--- src/rtl/uart_pkg.sv ---
// uart_pkg: frame geometry, sync header bytes and sender FSM states shared by packer, buffer and sender
package uart_pkg;
  localparam int NUM_BYTES = 5160;
  localparam int ADDR_W = $clog2(NUM_BYTES);
  localparam logic [7:0] HEADER0 = 8'hAA;
  localparam logic [7:0] HEADER1 = 8'h55;
  typedef enum logic [2:0] {IDLE, HDR0, HDR1, RD_REQ, RD_WAIT, SEND, DONE} state_t;
endpackage

--- src/rtl/frame_uart_sender_if.sv ---
// frame_uart_sender_if: frame-buffer read port (re, rAddr, rData) and uart_tx byte handshake (tx_data, tx_valid, tx_ready)
interface frame_uart_sender_if #(
  parameter int ADDR_W = uart_pkg::ADDR_W
) ();
  logic re;
  logic [ADDR_W-1:0] rAddr;
  logic [7:0] rData;
  logic [7:0] tx_data;
  logic tx_valid;
  logic tx_ready;
  modport master (output re, rAddr, tx_data, tx_valid, input rData, tx_ready);
  modport slave (input re, rAddr, tx_data, tx_valid, output rData, tx_ready);
endinterface

--- src/rtl/frame_uart_sender.sv ---
// frame_uart_sender: streams optional AA/55 header then frame-buffer bytes 0..NUM_BYTES-1 to uart_tx; ports clk, reset, start, bus (read port + tx handshake), busy, done
module frame_uart_sender #(
  parameter int NUM_BYTES = uart_pkg::NUM_BYTES,
  parameter int ADDR_W = uart_pkg::ADDR_W,
  parameter bit HEADER_EN = 1'b1,
  parameter logic [7:0] HEADER0 = uart_pkg::HEADER0,
  parameter logic [7:0] HEADER1 = uart_pkg::HEADER1
) (
  input logic clk,
  input logic reset,
  input logic start,
  frame_uart_sender_if.master bus,
  output logic busy,
  output logic done
);
  import uart_pkg::*;
  state_t state, state_n;
  logic [ADDR_W-1:0] addr, addr_n, raddr;
  logic [7:0] data;
  always_comb begin
    state_n = state;
    addr_n = addr;
    case (state)
      IDLE: if (start) begin
        addr_n = '0;
        state_n = HEADER_EN ? HDR0 : RD_REQ;
      end
      HDR0: state_n = bus.tx_ready ? HDR1 : HDR0;
      HDR1: state_n = bus.tx_ready ? RD_REQ : HDR1;
      RD_REQ: state_n = RD_WAIT;
      RD_WAIT: state_n = SEND;
      SEND: if (bus.tx_ready) begin
        state_n = (addr == ADDR_W'(NUM_BYTES - 1)) ? DONE : RD_REQ;
        addr_n = (addr == ADDR_W'(NUM_BYTES - 1)) ? addr : addr + ADDR_W'(1);
      end
      DONE: begin
        addr_n = '0;
        state_n = IDLE;
      end
      default: state_n = IDLE;
    endcase
  end
  always_ff @(posedge clk) begin
    if (reset) begin
      state <= IDLE;
      addr <= '0;
      raddr <= '0;
      data <= '0;
    end else begin
      state <= state_n;
      addr <= addr_n;
      if (state_n == RD_REQ) raddr <= addr_n;
      if (state == RD_WAIT) data <= bus.rData;
    end
  end
  assign bus.re = state == RD_REQ;
  assign bus.rAddr = raddr;
  assign bus.tx_valid = state inside {HDR0, HDR1, SEND};
  assign bus.tx_data = state == HDR0 ? HEADER0 : state == HDR1 ? HEADER1 : data;
  assign busy = state != IDLE;
  assign done = state == DONE;
endmodule
--- src/flat_wrapper.sv ---
// flat-port wrapper written by rule: the top's interface ports become plain ports
module frame_uart_sender_flat import uart_pkg::*;
#(
  parameter int NUM_BYTES = uart_pkg::NUM_BYTES,
  parameter int ADDR_W = uart_pkg::ADDR_W,
  parameter bit HEADER_EN = 1'b1,
  parameter logic [7:0] HEADER0 = uart_pkg::HEADER0,
  parameter logic [7:0] HEADER1 = uart_pkg::HEADER1
)
  (clk, reset, start, busy, done, bus_re, bus_rAddr, bus_tx_data, bus_tx_valid, bus_rData, bus_tx_ready);
  frame_uart_sender_if #(.ADDR_W(ADDR_W)) bus_i ();
  input logic clk;
  input logic reset;
  input logic start;
  output logic busy;
  output logic done;
  output wire logic [$bits(bus_i.re)-1:0] bus_re;
  output wire logic [$bits(bus_i.rAddr)-1:0] bus_rAddr;
  output wire logic [$bits(bus_i.tx_data)-1:0] bus_tx_data;
  output wire logic [$bits(bus_i.tx_valid)-1:0] bus_tx_valid;
  input wire logic [$bits(bus_i.rData)-1:0] bus_rData;
  input wire logic [$bits(bus_i.tx_ready)-1:0] bus_tx_ready;
  assign bus_re = bus_i.re;
  assign bus_rAddr = bus_i.rAddr;
  assign bus_tx_data = bus_i.tx_data;
  assign bus_tx_valid = bus_i.tx_valid;
  assign bus_i.rData = bus_rData;
  assign bus_i.tx_ready = bus_tx_ready;
  frame_uart_sender #(.NUM_BYTES(NUM_BYTES), .ADDR_W(ADDR_W), .HEADER_EN(HEADER_EN), .HEADER0(HEADER0), .HEADER1(HEADER1)) u_core (.clk(clk), .reset(reset), .start(start), .bus(bus_i), .busy(busy), .done(done));
endmodule
--- config.mk ---
export PLATFORM = sky130hd
export DESIGN_NAME = frame_uart_sender_flat
export DESIGN_NICKNAME = d
export VERILOG_FILES = /design/src/rtl/uart_pkg.sv /design/src/rtl/frame_uart_sender_if.sv /design/src/rtl/frame_uart_sender.sv /design/src/flat_wrapper.sv
export SDC_FILE = /design/constraint.sdc
export NUM_CORES = 1
export LEC_CHECK = 0
export CORE_MARGIN = 2
export CORE_UTILIZATION = 40
export CTS_CLUSTER_DIAMETER = 80
export CTS_CLUSTER_SIZE = 10
export DETAILED_ROUTE_END_ITERATION = 7
export GPL_TIMING_DRIVEN = 1
export PLACE_DENSITY_LB_ADDON = 0.15
export REMOVE_ABC_BUFFERS = 1
export SETUP_SLACK_MARGIN = 0.05
export SLEW_MARGIN = 0
export SYNTH_ARGS = -nofsm -noshare
export SYNTH_HDL_FRONTEND = slang
export SYNTH_SLANG_ARGS = --single-unit
export TNS_END_PERCENT = 1
--- constraint.sdc ---
create_clock -name clk -period 3.57 [get_ports clk]
set_input_delay 0.357 -clock clk [delete_from_list [all_inputs] [get_ports clk]]
set_output_delay 0.357 -clock clk [all_outputs]
set_load 0.02 [all_outputs]
After elaboration in Yosys (flattened, before gate mapping)
Cells that the tools add are included.
{ "op_classes": {"muxes": 12, "add_sub_neg": 1, "reduce_logical": 3, "n_eq_ne": 8} }
{ "ops": {"columns": ["op", "n"], "rows": [
  ["$mux W13", 3],
  ["$pmux W13 S3", 1],
  ["$pmux W3 S6", 1],
  ["$mux W8", 2],
  ["$add A13 B1 Y13 const B", 1],
  ["$eq A13 B13 Y1 const B", 1],
  ["$eq A3 B2 Y1 const B", 3],
  ["$eq A3 B3 Y1 const B", 3],
  ["$mux W3", 3],
  ["$reduce_bool A3 Y1", 2],
  ["$eq A3 B1 Y1 const B", 1],
  ["$logic_not A3 Y1", 1],
  ["$mux W2", 1],
  ["$mux W1", 1]
]} }
{ "word_totals": {"word_cells": 28, "ff_bits": 37, "out_inout_bits": 25} }

Longest topological paths before layout
Gate-level depths: netlist of the first run.
{ "logic_depth": {"depth_word": 5, "depth_mapped": 6, "depth_no_buf": 5} }

Worst setup path after synthesis of the first run
Ideal clock, no wire load.
{ "synth_timing": {"kind": "register to register", "startpoint": "register u_core.addr[0]", "endpoint": "register u_core.raddr[11] (netlist: u_core.bus.rAddr[11])", "setup_ps": 88, "n_path_buf": 1, "arrival_ps": 1699, "period_less_slack_ps": 1787, "stages_incl_launch_ff": 7, "t_required_ps": 3482, "slack_ps": 1783, "cell_sequence": "dfxtp_1 > ha_1 > nor4bb_1 > a311oi_2 > or2_4 > buf_6 > a311oi_2"} }
{ "synth_via": {"elab_chain_cells": 5, "word_cells_on_any_way": 9, "classes_between": "add/sub: 1; eq/ne: 2; mux: 6"} }
{ "synth_lines": {"columns": ["item", "line_no", "text"], "rows": [
  ["from (decl)", "frame_uart_sender.sv:18", "logic [ADDR_W-1:0] addr, addr_n, raddr;"],
  ["from (signal assigned)", "frame_uart_sender.sv:51", "addr <= addr_n;"],
  ["branches (longest 5 deep; another with $add A13 B1 Y13)", null, null],
  ["to (signal assigned)", "frame_uart_sender.sv:52", "if (state_n == RD_REQ) raddr <= addr_n;"],
  ["to (decl)", "frame_uart_sender.sv:18", null]
]} }
Parallel ways; which one is timed is not known.
A chain may end at the register's enable or synchronous reset.

Final worst setup path of the first run
{ "layout_timing": {"startpoint": "register u_core.state[0]", "endpoint": "output bus_tx_data[5]"} }
{ "layout_via": {"elab_chain_cells": 3, "word_cells_on_any_way": 4, "classes_between": "eq/ne: 2; mux: 2"} }
{ "layout_lines": {"columns": ["item", "line_no", "text"], "rows": [
  ["from (decl)", "frame_uart_sender.sv:17", "state_t state, state_n;"],
  ["from (signal assigned)", "frame_uart_sender.sv:50", "state <= state_n;"],
  ["$eq A3 B2 Y1", "frame_uart_sender.sv:59", "assign bus.tx_data = state == HDR0 ? HEADER0 : state == HDR1 ? HEADER1 : data;"],
  ["$mux W8", "frame_uart_sender.sv:59", null],
  ["$mux W8 (*)", "frame_uart_sender.sv:59", null],
  ["to (decl)", "flat_wrapper.sv:19", "output wire logic [$bits(bus_i.tx_data)-1:0] bus_tx_data;"]
]} }
Every way passes the cells marked *; elsewhere a longest branch is shown, timed or not.

==> metrics.txt, run 1 <==
CP max stage delay roughly 630 ps; Routed Antenna Nets 0; fmax around 400 MHz; most frequent cell on the critical path nor2_1; Async S/R FF share, synth 0%; final critical-path share of the clock period between 70% and 80%; CP cell instances inv_1, nor2_1, nor2_1, o21ai_0, clkdlybuf4s50_1; final hold slack about 490 ps; Unique masters post-synth 53; post-synthesis area per instance roughly 8.7 um^2; GR Layer Usage met2 approximately 27%; I/O Buffers 36; vias roughly 1800; WS Path Type flip-flop to primary output; post-synth top area cell dfxtp_1; WL final ~4.8 mm; die area ~5700 um^2; #FFs+latches synth 37; critical path data required time 3210 ps; first-pass GRT wire length about 8.0 mm; setup violators final 0; Final nets approximately 280; Hold Startpoint u_core.bus.rAddr[7]; type of the most critical hold path flip-flop to flip-flop; starting density of the core about two fifths; Worst setup SP type flip-flop; worst r2r src u_core.state[2]; main flop type after synthesis dfxtp_1; register area share after synthesis between 30% and 40%; met3 Use GR between 5 and 6%; initial antenna violation count 0; unrepaired setup endpoints after global routing no; worst reg2reg setup slack between 1000 and 1500 ps; Post-synth EDFFs 0; ant diodes 0; vias in the first global route ~1600; Hold Buf Count CTS 0; gr usage total between 10% and 20%; GR Util met1 26.40%; Reg clk slew, reported paths around 70 ps; slowest CP cell clkdlybuf4s50_1; Die Y 75.54 um; Largest delay share family, worst path buffers and inverters; wire per inst 14.34 um; gr ovfl total 0; top cell type's share of synthesized area between 30% and 40%; Mapped Area about 2000 um^2; cts repair resizes 0; Max-cap violations 0; CP max FO 12; Longest Clk Path Bufs 2; yosys warns 0; Rel. slew slack 25.88%; Setup TNS 0 ps; clock sinks 37; Final Instance Area roughly 2500 um^2; R2R cell count 5; Arr. time, crit path around 2200 ps; die width 75.54 um; Hold Path End u_core.bus.rAddr[7]; synthesized instance count roughly 240; Post-DP Area about 2400 um^2; starting DRC count in detailed routing between 100 and 150; most common cell after layout, fill and taps aside dfxtp_1; CP Capture Type primary output; Final Power between 0.8 and 0.9 mW; Worst Path Buf+Inv 2; clock root cell clkbuf_8; First-pass DRT Iterations 4; largest net degree at the start of global routing 29; Power Dens Cells 347.5 nW/um^2; RR Endpoint u_core.bus.rAddr[0]; Site Rows 26; Peak VDD IR about 0.24 mV; final count of hold timing violations 0; status completed; pin slew with the least headroom to its limit 1108 ps; htree depth 2; drt via density 5.426; post-layout min period approximately 2500 ps; top post-synthesis cells by area dfxtp_1 36%, a311oi_2 5.9%, nor2_1 5.9%; layout cells sized above 1 10.90%; core area between 5000 and 6000 um^2; most frequent cells in the layout 37 x dfxtp_1, 36 x clkdlybuf4s50_1, 32 x nor2_1, 18 x a21oi_1, 14 x nor3_1; max-slew violations 0; Min-Delay Path Depth 2; HPWL Detailed 3.330 mm; TritonCTS clock tree yes; Area growth syn-to-layout 22.56%; Top Ports 37; Clock Skews 6.426 ps; postcts setup bufs 0; Fill cells just over 500; # DRC 0; crit path launch u_core.state[0]; Lkg Pwr approximately 0.86 nW; CTS buffer count 5; Clock Latency Late Sink roughly 290 ps; RePlAce Congestion between 0.8 and 0.9; GR peak layer met2
-- per-layer routing --
metal	share of wire, %	up-vias
li1	-	945
met3	3.7	4
met4	0.66	0
met1	52	846
met5	0	-
met2	44	28
-- cells in the mapped netlist, types with 5 or more instances --
| cell | instances |
|---|---|
| nor3_1 | 14 |
| a311oi_2 | 8 |
| mux2i_1 | 11 |
| nor2_1 | 32 |
| clkbuf_1 | 9 |
| and3_1 | 5 |
| nand4_1 | 6 |
| o21ai_0 | 6 |
| a21oi_1 | 18 |
| dfxtp_1 | 37 |
| nand2_1 | 13 |
-- cells by family after synthesis --
family          count (synthesis)  share of synthesized area [%]
simple gates                  107                          29.52
compound gates                 58                          22.68
flops                          37                          36.19
buf+inv                        22                          5.623
mux                            11                          5.379
fa+ha+maj                       1                         0.6111
-- worst max-delay path by stage --
stage,endpoint,depth (start not counted)
floorplan,u_core.bus.rAddr[11],4
global placement,u_core.bus.rAddr[1],5
detailed placement,u_core.bus.rAddr[5],5
CTS,bus_tx_data[5],5
global route,bus_tx_data[7],5
finish,bus_tx_data[5],5
-- worst reg2reg max path, delay by kind of cell (launching register included) --
kind	cells	cell delay [ps]
AO/OA/AOI/OAI	2	780
flip-flops	1	570
AND/OR/NAND/NOR	2	500
buffers and inverters	1	200
-- flip-flops by register name (all words and copies together) (netlist names) --
register,cells
u_core.data,8
u_core.state,3
u_core.bus.rAddr,13
u_core.addr,13
-- cell type report --
cell class / instances / area (um^2) / area share (%)
sequential: 37 / 740.7 / 29.53
multi-input combinational: 177 / 1191 / 47.48
clock buffer: 8 / 80.08 / 3.192
timing repair buffer: 41 / 397.9 / 15.86
inverter: 3 / 11.26 / 0.4489
tap: 70 / 87.58 / 3.491
-- metrics by stage --
step | util, % | cells | setup slack [ps]
floorplan | - | 217 | 1414
global route | 50.07 | 336 | 902.2
global placement | 48.48 | 328 | 1141
CTS | 50.07 | 336 | 1045
finish | 50.07 | 336 | 1054
detailed placement | 48.48 | 328 | 1067
-- power by group --
group | switching, mW | total [mW] | internal [mW]
registers | 0.00867 | 0.431 | 0.422
clock network | 0.143 | 0.281 | 0.139
logic | 0.0886 | 0.159 | 0.0708
total | 0.240 | 0.872 | 0.632
(Power assumes the default switching activity.)
==> run 2: changes to the inputs <==
==> constraint.sdc (replaced) <==
create_clock -name clk -period 2.4 [get_ports clk]
set_input_delay 0.24 -clock clk [delete_from_list [all_inputs] [get_ports clk]]
set_output_delay 0.24 -clock clk [all_outputs]
set_load 0.02 [all_outputs]
==> metrics.txt, run 2 (synthesis results as in run 1) <==
Setup TNS 0 ps (unchanged); clock sinks 37 (unchanged); RePlAce Congestion 0.8236 (was 0.8430); final count of hold timing violations 0 (unchanged); I/O Buffers 36 (unchanged); Site Rows 26 (unchanged); TritonCTS clock tree yes (unchanged); Hold Buf Count CTS 0 (unchanged); # DRC 0 (unchanged); Max-cap violations 0 (unchanged); CP cell instances nor2_1, nand2_1, o21ai_0, clkdlybuf4s50_1 (was inv_1, nor2_1, nor2_1, o21ai_0, clkdlybuf4s50_1); HPWL Detailed 3.475 mm (was 3.330 mm); CP Capture Type primary output (unchanged); clock root cell clkbuf_8 (unchanged); gr usage total 18.42% (was 18.56%); most frequent cells in the layout 36 x clkdlybuf4s50_1, 36 x dfxtp_1, 31 x nor2_1, 18 x a21oi_1, 14 x nor3_1 (was 37 x dfxtp_1, 36 x clkdlybuf4s50_1, 32 x nor2_1, 18 x a21oi_1, 14 x nor3_1); Clock Latency Late Sink 280 ps (was 290 ps); Power Dens Cells 514.9 nW/um^2 (was 347.5 nW/um^2); gr ovfl total 0 (unchanged); initial antenna violation count 0 (unchanged); first-pass GRT wire length 7.997 mm (was 7.969 mm); core area 5010 um^2 (unchanged); pre-CTS WS 155.6 ps (was 1067 ps); max-slew violations 0 (unchanged); fmax between 400 and 500 MHz; final core utilization 51.17% (was 50.07%); unrepaired setup endpoints after global routing yes (was no); type of the most critical hold path flip-flop to flip-flop (unchanged); wire per inst 14.29 um (was 14.34 um); layout cells sized above 1 14.02% (was 10.90%); Area growth syn-to-layout 25.24% (was 22.56%); CP max FO 16 (was 12); die width 75.54 um (unchanged); vias 1865 (was 1823); WL final 4.873 mm (was 4.819 mm); die area 5706 um^2 (unchanged); Lkg Pwr 0.8988 nW (was 0.8649 nW); starting density of the core 40.86% (unchanged); Final Power 1.320 mW (was 0.8718 mW); WS Path Type flip-flop to primary output (unchanged); Longest Clk Path Bufs 2 (unchanged); vias in the first global route 1669 (was 1605); Rel. slew slack 52.30% (was 25.88%); CP max stage delay 640 ps (was 630 ps); post-layout min period around 2200 ps; slowest CP cell clkdlybuf4s50_1 (unchanged); Die Y 75.54 um (unchanged); Routed Antenna Nets 0 (unchanged); First-pass DRT Iterations 4 (unchanged); final critical-path share of the clock period ~93%; Arr. time, crit path 1990 ps (was 2160 ps); slack of the critical path 173.3 ps (was 1054 ps); largest net degree at the start of global routing 26 (was 29); pin slew with the least headroom to its limit 714.5 ps (was 1108 ps); Reg clk slew, reported paths 70 ps (about the same); drt via density 5.469 (was 5.426); Peak VDD IR 0.4679 mV (was 0.2437 mV); setup violators final 0 (unchanged); ant diodes 0 (unchanged); Worst setup SP type flip-flop (unchanged); status completed (unchanged); critical path data required time 2160 ps (was 3210 ps); CTS buffer count 5 (unchanged); htree depth 2 (unchanged); Top Ports 37 (unchanged); Clock Skews 2.861 ps (was 6.426 ps); Final nets 284 (was 278); final hold slack 485.8 ps (was 486.9 ps); starting DRC count in detailed routing 123 (was 117)
## run 2: final timing paths
kind,from,to,cells after the start,slack [ps]
max,u_core.state[2],bus_tx_valid,4,170
min,u_core.bus.rAddr[7],u_core.bus.rAddr[7],2,490
max reg2reg,u_core.state[1],u_core.bus.rAddr[1],4,320
min reg2reg,u_core.bus.rAddr[7],u_core.bus.rAddr[7],2,490
## run 2: critical path: cells and delay by family (launching register included)
| kind | cells | cell delay (ps) |
|---|---|---|
| AOI/OAI and AO/OA | 1 | 130 |
| buffers and inverters | 1 | 640 |
| DFF | 1 | 440 |
| and+or+nand+nor | 2 | 500 |
## run 2: final cells by class
cell class / instances / area [um^2]
Tap cell: 70 / 87.58
Sequential cell: 37 / 742.0
Fill cell: 501 / 2446
Multi-Input combinational cell: 177 / 1194
Clock buffer: 7 / 86.33
Inverter: 3 / 11.26
Timing Repair Buffer: 47 / 442.9
## run 2: power breakdown
part / switching, mW / internal, mW / total [mW] / leakage, nW
Sequential: 0.0197 / 0.629 / 0.648 / 0.299
Clock: 0.208 / 0.228 / 0.436 / 0.0443
Combinational: 0.126 / 0.110 / 0.236 / 0.555
Total: 0.354 / 0.966 / 1.32 / 0.899
## run 2: through the flow
stage,instance area [um^2],std cells
after floorplan,1943,217
after global placement,2474,334
after detailed placement,2474,334
after CTS,2562,341
after global routing,2564,341
final,2564,341
## run 2: per-layer routing
layer  GRT usage, %  vias up  part of all wire (%)
li1               -      955                     -
met2          28.89       33                    43
met5              0        -                     0
met4          4.678        0                   1.1
met3          4.365        4                   2.9
met1          25.61      873                    53
## run 2: timing repair
action                                 CTS  global route
endpoints found under the hold margin    0             0
setup buffers                            0             0
resized for setup                        1             1
gates cloned                             0             0
setup endpoints to repair                2             6
==> run 3: changes to the inputs <==
--- a/config.mk
+++ b/config.mk
@@ -5,8 +5,10 @@
 export SDC_FILE = /design/constraint.sdc
 export NUM_CORES = 1
 export LEC_CHECK = 0
+export CAP_MARGIN = 20
 export CORE_MARGIN = 2
-export CORE_UTILIZATION = 40
+export CORE_UTILIZATION = 50
+export CTS_BUF_LIST = sky130_fd_sc_hd__clkbuf_4 sky130_fd_sc_hd__clkbuf_8
 export CTS_CLUSTER_DIAMETER = 80
 export CTS_CLUSTER_SIZE = 10
 export DETAILED_ROUTE_END_ITERATION = 7
==> metrics.txt, run 3 (synthesis results as in run 1) <==
Worst setup SP type flip-flop (unchanged); gr ovfl total 0 (unchanged); Reg clk slew, reported paths 70 ps (about the same); Post-Route M1 WL 2.419 mm (was 2.559 mm); CP Capture Type primary output (unchanged); wire per inst 14.83 um (was 14.29 um); Worst Path Buf+Inv 1 (unchanged); Hold Buf Count CTS 0 (unchanged); setup violators final 0 (unchanged); Clock Skews 4.214 ps (was 2.861 ps); RePlAce Congestion 0.8020 (was 0.8236); Final nets 280 (was 284); core area 3971 um^2 (was 5010 um^2); worst reg2reg setup slack 340 ps (was 320 ps); starting DRC count in detailed routing 117 (was 123); routed wl met2 2.013 mm (was 2.113 mm); starting density of the core 51.54% (was 40.86%); Fill cells 373 (was 501); drt via density 5.811 (was 5.469); clock root cell clkbuf_8 (unchanged); Site Rows 23 (was 26); most frequent cells in the layout 36 x clkdlybuf4s50_1, 36 x dfxtp_1, 31 x nor2_1, 18 x a21oi_1, 14 x nor3_1 (unchanged); CTS buffer count 5 (unchanged); final critical-path share of the clock period 92.81% (was 92.78%); first-pass GRT wire length 7.893 mm (was 7.997 mm); First-pass DRT Iterations 7 (was 4); critical path data required time 2160 ps (about the same); slowest CP cell clkdlybuf4s50_1 (unchanged); Area growth syn-to-layout 22.56% (was 25.24%); vias 1848 (was 1865); Setup TNS 0 ps (unchanged); die width 67.99 um (was 75.54 um); Longest Clk Path Bufs 2 (unchanged); Rel. slew slack 63.72% (was 52.30%); CP max FO 16 (unchanged); post-layout min period 2228 ps (was 2227 ps); CP cell instances nor2_1, nand2_1, o21ai_0, clkdlybuf4s50_1 (unchanged); gr usage total 22.74% (was 18.42%); Routed Antenna Nets 0 (unchanged); HPWL Detailed 3.229 mm (was 3.475 mm); vias in the first global route 1682 (was 1669); ant diodes 0 (unchanged); Max-cap violations 0 (unchanged); type of the most critical hold path flip-flop to flip-flop (unchanged); WS Path Type flip-flop to primary output (unchanged); TritonCTS clock tree yes (unchanged); die area 4622 um^2 (was 5706 um^2); # DRC 0 (unchanged); status completed (unchanged); max layer used met4 (unchanged); htree depth 2 (unchanged); WL final 4.716 mm (was 4.873 mm); Peak VDD IR 0.4327 mV (was 0.4679 mV); Top Ports 37 (unchanged); max-slew violations 0 (unchanged); Inst Count DP 310 (was 334); pin slew with the least headroom to its limit 543.6 ps (was 714.5 ps); initial antenna violation count 0 (unchanged); CP max stage delay 620 ps (was 640 ps); clock sinks 37 (unchanged); largest net degree at the start of global routing 39 (was 26); postcts setup bufs 0 (unchanged); Power Dens Cells 521.7 nW/um^2 (was 514.9 nW/um^2); Largest delay share family, worst path buffers and inverters (unchanged); I/O Buffers 36 (unchanged); Die Y 67.99 um (was 75.54 um); Lkg Pwr 0.8840 nW (was 0.8988 nW); Arr. time, crit path 1990 ps (about the same); Final Non-Filler Cells 318 (was 341); fmax 448.9 MHz (was 449.1 MHz); met3 WL 194 um (was 143 um); Clock Latency Late Sink 290 ps (was 280 ps); unrepaired setup endpoints after global routing yes (unchanged); final count of hold timing violations 0 (unchanged); layout cells sized above 1 13.43% (was 14.02%)
==> run 3: metrics by stage <==
stage / cell area [um^2] / setup slack [ps] / util, % / hold slack (ps) / total power [mW]
global route: 2509 / 48.63 / 63.17 / 534.0 / 1.365
floorplan: 1943 / 243.9 / - / 304.6 / 0.7787
finish: 2509 / 172.5 / 63.17 / 497.8 / 1.309
global placement: 2419 / 325.7 / 60.90 / 477.3 / 0.8924
detailed placement: 2419 / 323.2 / 60.90 / 482.9 / 0.8940
CTS: 2507 / 109.3 / 63.14 / 500.5 / 1.326
==> run 3: tightest hold or removal path: stages, from the launching register on <==
cell and delay, ps:
dfxtp_1 310, nand2b_1 60, o22ai_1 70
==> run 3: power by group <==
part	switching [mW]	internal (mW)
Sequential	0.0162	0.629
Clock	0.215	0.212
Combinational	0.128	0.109
Total	0.359	0.950
==> run 3: final timing paths <==
check	from	endpoint	depth (start not counted)
max	u_core.state[2]	bus_tx_valid	4
min	u_core.bus.rAddr[7]	u_core.bus.rAddr[7]	2
max reg2reg	u_core.state[2]	u_core.bus.rAddr[5]	4
min reg2reg	u_core.bus.rAddr[7]	u_core.bus.rAddr[7]	2
==> run 3: per-layer routing <==
| metal | vias to the layer above | track usage (%) |
|---|---|---|
| met5 | - | 0 |
| li1 | 945 | - |
| met4 | 0 | 10.75 |
| met2 | 38 | 32.77 |
| met3 | 6 | 5.921 |
| met1 | 859 | 31.44 |
==> run 3: final cells by class <==
class | instances | area (um^2) | area share [%]
Clock inverter | 2 | 10.01 | 0.3990
Timing Repair Buffer | 43 | 412.9 | 16.46
Multi-Input combinational cell | 177 | 1194 | 47.58
Sequential cell | 37 | 742.0 | 29.58
Tap cell | 50 | 62.56 | 2.494
Inverter | 3 | 11.26 | 0.4489
Clock buffer | 6 | 76.32 | 3.042
==> run 3: repair_timing <==
item / CTS / global route
setup endpoints to repair: 2 / 7
gates resized for setup: 1 / 1
cloned: 0 / 0
